===== config.mk =====
export PLATFORM = sky130hd
export DESIGN_NAME = rsp_s1_word_packer
export DESIGN_NICKNAME = d
export VERILOG_FILES = /design/src/rtl/rsp_s1_pkg.sv /design/src/rtl/rsp_s1_idle_timer.sv /design/src/rtl/rsp_s1_word_packer.sv
export SDC_FILE = /design/constraint.sdc
export NUM_CORES = 1
export LEC_CHECK = 0
export BUFFER_PORTS_ARGS = -buffer_cell sky130_fd_sc_hd__buf_4
export CAP_MARGIN = 15
export CELL_PAD_IN_SITES_DETAIL_PLACEMENT = 1
export CELL_PAD_IN_SITES_GLOBAL_PLACEMENT = 2
export CORE_MARGIN = 8
export CORE_UTILIZATION = 30
export CTS_CLUSTER_DIAMETER = 100
export DETAILED_ROUTE_END_ITERATION = 6
export GPL_TIMING_DRIVEN = 0
export PLACE_DENSITY_LB_ADDON = 0.25
export SYNTH_ARGS = -nofsm -noshare
export SYNTH_HDL_FRONTEND = slang
export SYNTH_SLANG_ARGS = --single-unit

===== constraint.sdc =====
create_clock -name clk -period 2.2 [get_ports clk]
set_input_delay 0.11 -clock clk [delete_from_list [all_inputs] [get_ports clk]]
set_output_delay 0.11 -clock clk [all_outputs]
set_load 0.02 [all_outputs]

===== src/rtl/rsp_s1_pkg.sv =====
// rtl/rsp_s1_pkg.sv - shared state encoding and FIFO word field helpers for the rsp stage-1 packer
package rsp_s1_pkg;

    typedef enum logic {
        ST_FILL = 1'b0,
        ST_EMIT = 1'b1
    } pack_state_t;

    // The last flag rides directly above the payload in each FIFO word.
    function automatic int last_bit(input int data_w);
        return data_w;
    endfunction

endpackage


===== src/rtl/rsp_s1_idle_timer.sv =====
// rtl/rsp_s1_idle_timer.sv - idle cycle counter that pulses expire after TIMEOUT enabled cycles
module rsp_s1_idle_timer #(
    parameter  int TIMEOUT = 16,
    localparam int CNT_W   = $clog2(TIMEOUT + 1)
) (
    input  logic clk,
    input  logic rst_n,
    input  logic clear,
    input  logic enable,
    output logic expire
);

    logic [CNT_W-1:0] count;

    assign expire = enable & (count == CNT_W'(TIMEOUT - 1));

    always_ff @(posedge clk or negedge rst_n) begin
        if (!rst_n) begin
            count <= '0;
        end else if (clear || expire) begin
            count <= '0;
        end else if (enable) begin
            count <= count + 1'b1;
        end
    end

endmodule


===== src/rtl/rsp_s1_word_packer.sv =====
// rtl/rsp_s1_word_packer.sv - packs RATIO narrow FWFT FIFO words into one wide valid/ready beat
// Optional partial-beat flush timer enabled by defining RSP_S1_PACK_TIMEOUT_EN.
module rsp_s1_word_packer
    import rsp_s1_pkg::*;
#(
    parameter  int DATA_W    = 8,
    parameter  int RATIO     = 4,
    parameter  int TIMEOUT   = 16,
    localparam int LANE_BITS = $clog2(RATIO)
) (
    input  logic                    clk,
    input  logic                    rst_n,
    input  logic [DATA_W:0]         fifo_dout,
    input  logic                    fifo_empty,
    output logic                    fifo_pop,
    output logic [DATA_W*RATIO-1:0] out_data,
    output logic [RATIO-1:0]        out_keep,
    output logic                    out_last,
    output logic                    out_valid,
    input  logic                    out_ready
);

    localparam int                 LAST_BIT = last_bit(DATA_W);
    localparam logic [LANE_BITS-1:0] LANE_MAX = LANE_BITS'(RATIO - 1);

    pack_state_t             state_q, state_n;
    logic [LANE_BITS-1:0]    lane_q, lane_n;
    logic [DATA_W*RATIO-1:0] data_q, data_n;
    logic [RATIO-1:0]        keep_q, keep_n;
    logic                    last_q, last_n;
    logic                    valid_q, valid_n;
    logic [DATA_W-1:0]       word;
    logic                    word_last;
    logic                    timer_expire;

    assign word      = fifo_dout[DATA_W-1:0];
    assign word_last = fifo_dout[LAST_BIT];
    assign fifo_pop  = ~fifo_empty & ((state_q == ST_FILL) | out_ready);

`ifdef RSP_S1_PACK_TIMEOUT_EN
    rsp_s1_idle_timer #(
        .TIMEOUT (TIMEOUT)
    ) u_idle_timer (
        .clk    (clk),
        .rst_n  (rst_n),
        .clear  (fifo_pop),
        .enable ((state_q == ST_FILL) && (lane_q != '0) && !fifo_pop),
        .expire (timer_expire)
    );
`else
    // TIMEOUT only matters with the flush timer built in.
    assign timer_expire = 1'b0 & (TIMEOUT == 0);
`endif

    always_ff @(posedge clk or negedge rst_n) begin
        if (!rst_n) begin
            state_q <= ST_FILL;
            lane_q  <= '0;
            data_q  <= '0;
            keep_q  <= '0;
            last_q  <= 1'b0;
            valid_q <= 1'b0;
        end else begin
            state_q <= state_n;
            lane_q  <= lane_n;
            data_q  <= data_n;
            keep_q  <= keep_n;
            last_q  <= last_n;
            valid_q <= valid_n;
        end
    end

    always_comb begin
        state_n = state_q;
        lane_n  = lane_q;
        data_n  = data_q;
        keep_n  = keep_q;
        last_n  = last_q;
        valid_n = valid_q;
        case (state_q)
            ST_FILL: begin
                if (fifo_pop) begin
                    data_n[lane_q*DATA_W +: DATA_W] = word;
                    keep_n[lane_q]                  = 1'b1;
                    if ((lane_q == LANE_MAX) || word_last) begin
                        last_n  = word_last;
                        valid_n = 1'b1;
                        lane_n  = '0;
                        state_n = ST_EMIT;
                    end else begin
                        lane_n = lane_q + 1'b1;
                    end
                end else if (timer_expire) begin
                    last_n  = 1'b0;
                    valid_n = 1'b1;
                    lane_n  = '0;
                    state_n = ST_EMIT;
                end
            end
            ST_EMIT: begin
                if (out_ready) begin
                    if (fifo_pop) begin
                        // Back-to-back: the handshake cycle also seeds lane 0 of the next beat.
                        data_n              = '0;
                        data_n[DATA_W-1:0]  = word;
                        keep_n              = RATIO'(1);
                        if (word_last) begin
                            last_n  = 1'b1;
                            valid_n = 1'b1;
                            lane_n  = '0;
                            state_n = ST_EMIT;
                        end else begin
                            last_n  = 1'b0;
                            valid_n = 1'b0;
                            lane_n  = LANE_BITS'(1);
                            state_n = ST_FILL;
                        end
                    end else begin
                        data_n  = '0;
                        keep_n  = '0;
                        last_n  = 1'b0;
                        valid_n = 1'b0;
                        lane_n  = '0;
                        state_n = ST_FILL;
                    end
                end
            end
            default: begin
                state_n = ST_FILL;
            end
        endcase
    end

    assign out_data  = data_q;
    assign out_keep  = keep_q;
    assign out_last  = last_q;
    assign out_valid = valid_q;

endmodule


==> results of run 1 <==
## repair_timing
item                                   in CTS  in global routing
setup endpoints to repair                   0                 10
hold buffers                                1                  0
endpoints found under the hold margin      41                  0
resized for setup                           0                  2
## final cells by class
| cell class | instances | area share (%) |
|---|---|---|
| Tap cell | 77 | 3.79 |
| Timing Repair Buffer | 51 | 15.2 |
| Clock inverter | 3 | 2.71 |
| Multi-Input combinational cell | 94 | 32.3 |
| Clock buffer | 5 | 2.71 |
| Sequential cell | 41 | 40.4 |
| Buffer | 6 | 1.87 |
| Inverter | 7 | 1.03 |
## stage by stage
stage	instance area, um2	setup WS (ns)	power (mW)	cells
floorplan	1910	0.460	1.22	148
global placement	2380	0.161	1.44	275
detailed placement	2380	0.0831	1.46	275
CTS	2530	0.0637	2.20	284
global route	2540	0.132	2.28	284
finish	2540	0.280	2.17	284
## synthesized netlist by cell type
cell	n
a22oi_4	1
a211oi_1	1
a31oi_1	1
nor3b_1	1
o21ai_0	5
dfrtp_1	41
o211a_4	2
nand2_1	2
a21oi_2	2
ha_1	8
nor2_1	2
buf_2	2
nor4_1	1
and4bb_2	1
nor2b_1	2
o2bb2ai_1	8
and2_1	2
mux2i_1	1
nor3b_4	1
mux2_1	1
a21oi_1	5
and2_4	1
nor2_4	2
nand2b_1	2
a22o_1	23
o22ai_1	3
a2bb2oi_1	1
inv_1	7
nor3_2	1
nand4bb_1	1
buf_6	3
nor4b_2	2
o221ai_1	1
o21ai_1	8
a32o_1	1
a21oi_4	1
clkbuf_1	1
## metal layers
layer / up-vias / global-route usage, %
met3: 11 / 2.96
met1: 720 / 14.9
met5: - / 0
li1: 677 / -
met4: 0 / 5.63
met2: 39 / 20.2
## placed cells by master, fill, tap and decap left out, types with 5 or more instances in the layout
cell and n:
dfrtp_1 40, o21ai_0 5, o21ai_1 8, ha_1 8
a21oi_1 5, clkbuf_8 5, inv_1 7, a22o_1 23
buf_4 50, o2bb2ai_1 8
## power by group through the flow
stage          logic, mW  registers [mW]  clock network (mW)
6_report           0.547           0.892               0.727
5_1_grt            0.596           0.903               0.782
4_1_cts            0.554           0.892               0.750
3_5_place_dp       0.550           0.906                   0
3_3_place_gp       0.535           0.901                   0
2_1_floorplan      0.252           0.972                   0
## state kept, by name (all words and copies together) (netlist names)
name and cells:
lane_q 2, out_data 32, out_keep 4, out_last 1, out_valid 1, state_q 1
## worst max-delay path, cell delays in order (launching register included)
cell       delay, ns
dfrtp_2         0.52
inv_1           0.14
ha_1            0.40
nor4b_2         0.42
a22oi_4         0.14
o2bb2ai_1       0.20
## kinds of logic (layout without fill, tap and decap cells)
group           count (synthesis)  in the layout  synth area share (%)
flops                          41             41                  53.6
simple gates                   21             21                  9.42
compound gates                 63             63                  26.7
mux                             2              2                  1.11
fa+ha+maj                       8              8                  5.23
buf+inv                        13             72                  3.86
## final timing paths
kind	slack, ns	end	cells past startpoint	startpoint
max in group asynchronous	1.48	lane_q[0]	2	rst_n
worst max-delay path	0.28	out_data[7]	5	lane_q[0]
worst max register to register	0.28	out_data[7]	5	lane_q[0]
min in group asynchronous	0.34	out_data[31]	2	rst_n
worst min register to register	0.49	out_data[24]	1	out_data[24]
worst min-delay path	0.07	out_data[16]	2	fifo_dout[0]
==> key figures, run 1 <==
Timing
  • Worst Tran Pin Value: about 0.53 ns
  • Endpoints failing hold: 0
  • Hold slack final: roughly 0.066 ns
  • Setup TNS: 0 ns
  • Final setup fails: 0
  • RSZ-0062 raised after global routing: no
  • Fmax: roughly 0.52 GHz
  • Min Tclk post-route: around 1.9 ns
  • Slew Viols, Final: 0
  • Period utilization: between 80% and 90%
  • Max-Slew Margin vs Limit: 64.5%
  • Clk_skew: between 0.003 and 0.004 ns

Layout
  • Layout cells sized above 1: a little under two fifths
  • Area Growth Syn to Fin: 32.8%
  • Antenna fix cells: 0
  • Sequential Area: approximately 1000 um2
  • Fin nets: 227
  • # fillers: about 700
  • Final core occ: 40.7%
  • Area of the multi-input gates: between 800 and 900 um2

Clock tree
  • Root Driver: clkbuf_8
  • H-tree depth: 2
  • Setup Fix Bufs, Post-CTS: 0
  • TritonCTS Sinks: just over 40
  • Clk_lat worst skew: around 0.29 ns
  • CTS tree: done
  • CTS Buffer Depth: 2
  • CTS clk-pin slew, worst paths: roughly 0.08 ns
  • CTS buffer count: 5

Worst setup path
  • Worst Path Max Fanout: 12
  • Data arrival, critical path: 2.13 ns
  • Crit start category: flop
  • Crit path required time: between 2 and 2.5 ns
  • Setup crit end kind: flop
  • WS Path Type: reg -> reg

Routing
  • Met3 wire len: between 300 and 400 um
  • WL final: between 5 and 6 mm
  • DRC violations left: 0
  • Met2 routed WL: 2.58 mm
  • Vias per inst: just over 5
  • DR pass1 iterations: 4
  • ANT nets after route: 0
  • Metal-1 WL: 2.32 mm
  • Drt wl/cell: about 19 um
  • Vias: between 1000 and 1500
  • DR top layer: met4
  • Starting DRT DRC Count: 29

Global route
  • Largest net degree at the start of global routing: 42
  • Initial antenna violation count: 0
  • GRT Residual Overflow: 0
  • Vias in the first global route: between 1500 and 2000
  • First-pass GRT wire length: 8.69 mm
  • Total GRT Usage: 12.3%

Hold path
  • Min-delay worst type: in -> reg

Pwr
  • VDD IR-drop max: between 0.0003 and 0.0004 V
  • Flop pwr share: 41.2%
  • Static Leak: between 1 and 1.5 nW
  • Combinational Power Share: between 20 and 30%
  • Pwr/cell area: around 850 nW/um2
  • Clk network pwr share: between 30 and 40%
  • Int Power: 1.51 mW
  • Sw Share: slightly above 30%
  • Switching Power: around 0.66 mW

Floorplan
  • Vert. Die Dim: approximately 96 um
  • # IOs: 52
  • Initial core utilization: about 30%
  • Core footprint: ~6200 um2
  • Row count: 29
  • Die area: between 9000 and 10000 um2
  • Die width: ~96 um

Synthesis
  • Top-area cell type share of the netlist area: 53.6%
  • Post-Synthesis Net Count: between 150 and 200
  • Yosys Warn Count: 0
  • Syn avg cell area: between 10 and 15 um2
  • Synth top area cells: dfrtp_1, a22o_1, ha_1
  • Synthesized instance count: 148
  • Netlist Area Pre-Place: 1910 um2
  • Sequential-to-total area share from yosys stat: 53.6%
  • Distinct cells, synth: 37
  • Area leader, netlist: dfrtp_1
  • Number of synthesized register bits: 41

Placed design
  • PortBufs: 50
  • Detailed Place HPWL: just over 4 mm
  • Placer Congestion: 0.804

Status
  • Status: finished clean

Flow run
  • Max-Cap Viols: 0
(Power assumes the default switching activity.)
==> run 2: changes to the inputs <==
Settings changed: BUFFER_PORTS_ARGS -buffer_cell sky130_fd_sc_hd__buf_4 to -buffer_cell sky130_fd_sc_hd__clkbuf_2.
==> key figures, run 2 (synthesized netlist as in run 1, its figures left out) <==
Worst setup path
  • Worst Path Max Fanout: 12 (unchanged)
  • Setup crit end kind: flop
  • WS Path Type: reg -> reg
  • Crit start category: flop
  • Data arrival, critical path: 2.12 ns (about the same)
  • Crit path required time: 2.42 ns (about the same)

Timing
  • Setup TNS: 0 ns (unchanged)
  • Endpoints failing hold: 0 (unchanged)
  • Clk_skew: 0.00742 ns (+0.00395 ns)
  • Fmax: 0.528 GHz (+1.4%)
  • Slew Viols, Final: 0 (unchanged)
  • Max-Slew Margin vs Limit: 71.0% (+6.4 points)
  • Final setup fails: 0 (unchanged)
  • Min Tclk post-route: 1.89 ns (-0.0258 ns)
  • Worst Tran Pin Value: 0.435 ns (-0.0969 ns)
  • Period utilization: 86.1% (-1.2 points)
  • RSZ-0062 raised after global routing: no

Flow run
  • Max-Cap Viols: 0 (unchanged)

Global route
  • Vias in the first global route: 1520 (-3.7%)
  • Initial antenna violation count: 0 (unchanged)
  • Total GRT Usage: 12.1% (-0.18 points)
  • GRT Residual Overflow: 0 (unchanged)
  • Largest net degree at the start of global routing: 42 (unchanged)
  • First-pass GRT wire length: 8.47 mm (-2.6%)

Clock tree
  • TritonCTS Sinks: 41 (unchanged)
  • CTS clk-pin slew, worst paths: 0.08 ns (about the same)
  • Setup Fix Bufs, Post-CTS: 0 (unchanged)
  • CTS tree: done
  • CTS buffer count: 5 (unchanged)
  • H-tree depth: 2 (unchanged)
  • CTS Buffer Depth: 2 (unchanged)
  • Root Driver: clkbuf_8
  • Clk_lat worst skew: 0.29 ns (about the same)

Placed design
  • Detailed Place HPWL: 4.17 mm (+1.5%)
  • Post-Place Cell Area: 2260 um2 (-5.2%)
  • PortBufs: 50 (unchanged)
  • DP Cell Count: 275 (unchanged)
  • Placer Congestion: 0.801 (-0.47%)

Hold path
  • Min-delay worst type: in -> reg

Layout
  • Antenna fix cells: 0 (unchanged)
  • Number of flip-flops in the largest register: 32 (unchanged)
  • Layout cells sized above 1: 38.0% (+0.30 points)
  • Non-Filler Instances: 285 (+0.35%)
  • Area Growth Syn to Fin: 24.6%
  • Most frequent cells in the layout: clkbuf_2, dfrtp_1, a22o_1
  • Most common cell after layout, fill and taps aside: clkbuf_2
  • Fin nets: 228 (+0.44%)
  • Design area: 2380 um2 (-6.2%)

Floorplan
  • Core footprint: 6240 um2 (unchanged)
  • Row count: 29 (unchanged)
  • Die width: 95.9 um (unchanged)
  • # IOs: 52 (unchanged)
  • Initial core utilization: 30.7% (unchanged)
  • Die area: 9190 um2 (unchanged)
  • Vert. Die Dim: 95.9 um (unchanged)

Routing
  • WL final: 5.42 mm (+0.95%)
  • Vias: 1456 (+0.62%)
  • ANT nets after route: 0 (unchanged)
  • Vias per inst: 5.11 (+0.27%)
  • Drt wl/cell: 19.0 um (+0.60%)
  • Starting DRT DRC Count: 36 (+24%)
  • DR pass1 iterations: 4 (unchanged)
  • DRC violations left: 0 (unchanged)

Status
  • Status: finished clean

Pwr
  • Static Leak: 1.19 nW (-4.2%)
  • Pwr/cell area: 790 nW/um2 (-7.3%)
  • VDD IR-drop max: 0.000293 V (-2.7%)
[run 2: worst paths after layout]
| path | from | endpoint | slack [ns] | depth (start not counted) |
|---|---|---|---|---|
| min in group asynchronous | rst_n | out_last | 0.19 | 2 |
| hold reg to reg | out_data[3] | out_data[3] | 0.49 | 1 |
| hold / removal | fifo_dout[5] | out_data[21] | 0.13 | 2 |
| setup reg to reg | lane_q[0] | out_data[30] | 0.31 | 5 |
| setup / recovery | lane_q[0] | out_data[30] | 0.31 | 5 |
| max in group asynchronous | rst_n | lane_q[0] | 1.57 | 3 |
[run 2: cell type report]
type / instances / area (um2)
Timing Repair Buffer: 52 / 280
Fill cell: 698 / 3860
Sequential cell: 41 / 1030
Tap cell: 77 / 96.3
Clock inverter: 3 / 17.5
Buffer: 6 / 47.5
Inverter: 7 / 26.3
Clock buffer: 5 / 68.8
Multi-Input combinational cell: 94 / 820
[run 2: routing by layer]
metal | track usage (%) | share of wire (%) | up-vias
met5 | 0 | 0 | -
met4 | 4.23 | 1.3 | 0
met3 | 3.43 | 7.2 | 7
met2 | 19.8 | 50 | 43
met1 | 15.0 | 42 | 730
li1 | - | - | 676
[run 2: worst max-delay path, cell delays in order (launching register included)]
cell	delay [ns]
dfrtp_2	0.52
inv_1	0.14
ha_1	0.40
nand4bb_1	0.28
nor3_4	0.29
a22o_1	0.19
[run 2: metrics by stage]
step                worst slack, ns  util, %  hold slack (ns)  total power [mW]
floorplan                     0.460        -           -0.186              1.22
global placement              0.161     36.2            0.316              1.39
detailed placement           0.0759     36.2            0.345              1.41
CTS                          0.0543     37.6           0.0283              1.90
global route                  0.133     38.2            0.136              1.99
finish                        0.306     38.2            0.132              1.88
[run 2: report_power, final]
part           internal (mW)  switching [mW]  total (mW)
combinational          0.186           0.318       0.504
sequential             0.826          0.0665       0.893
clock                  0.219           0.267       0.486
[run 2: repair_timing]
action | in CTS | in global routing
gates resized for setup | 0 | 2
hold buffers | 0 | 1
endpoints found under the setup margin | 0 | 7
hold endpoints to repair | 0 | 41
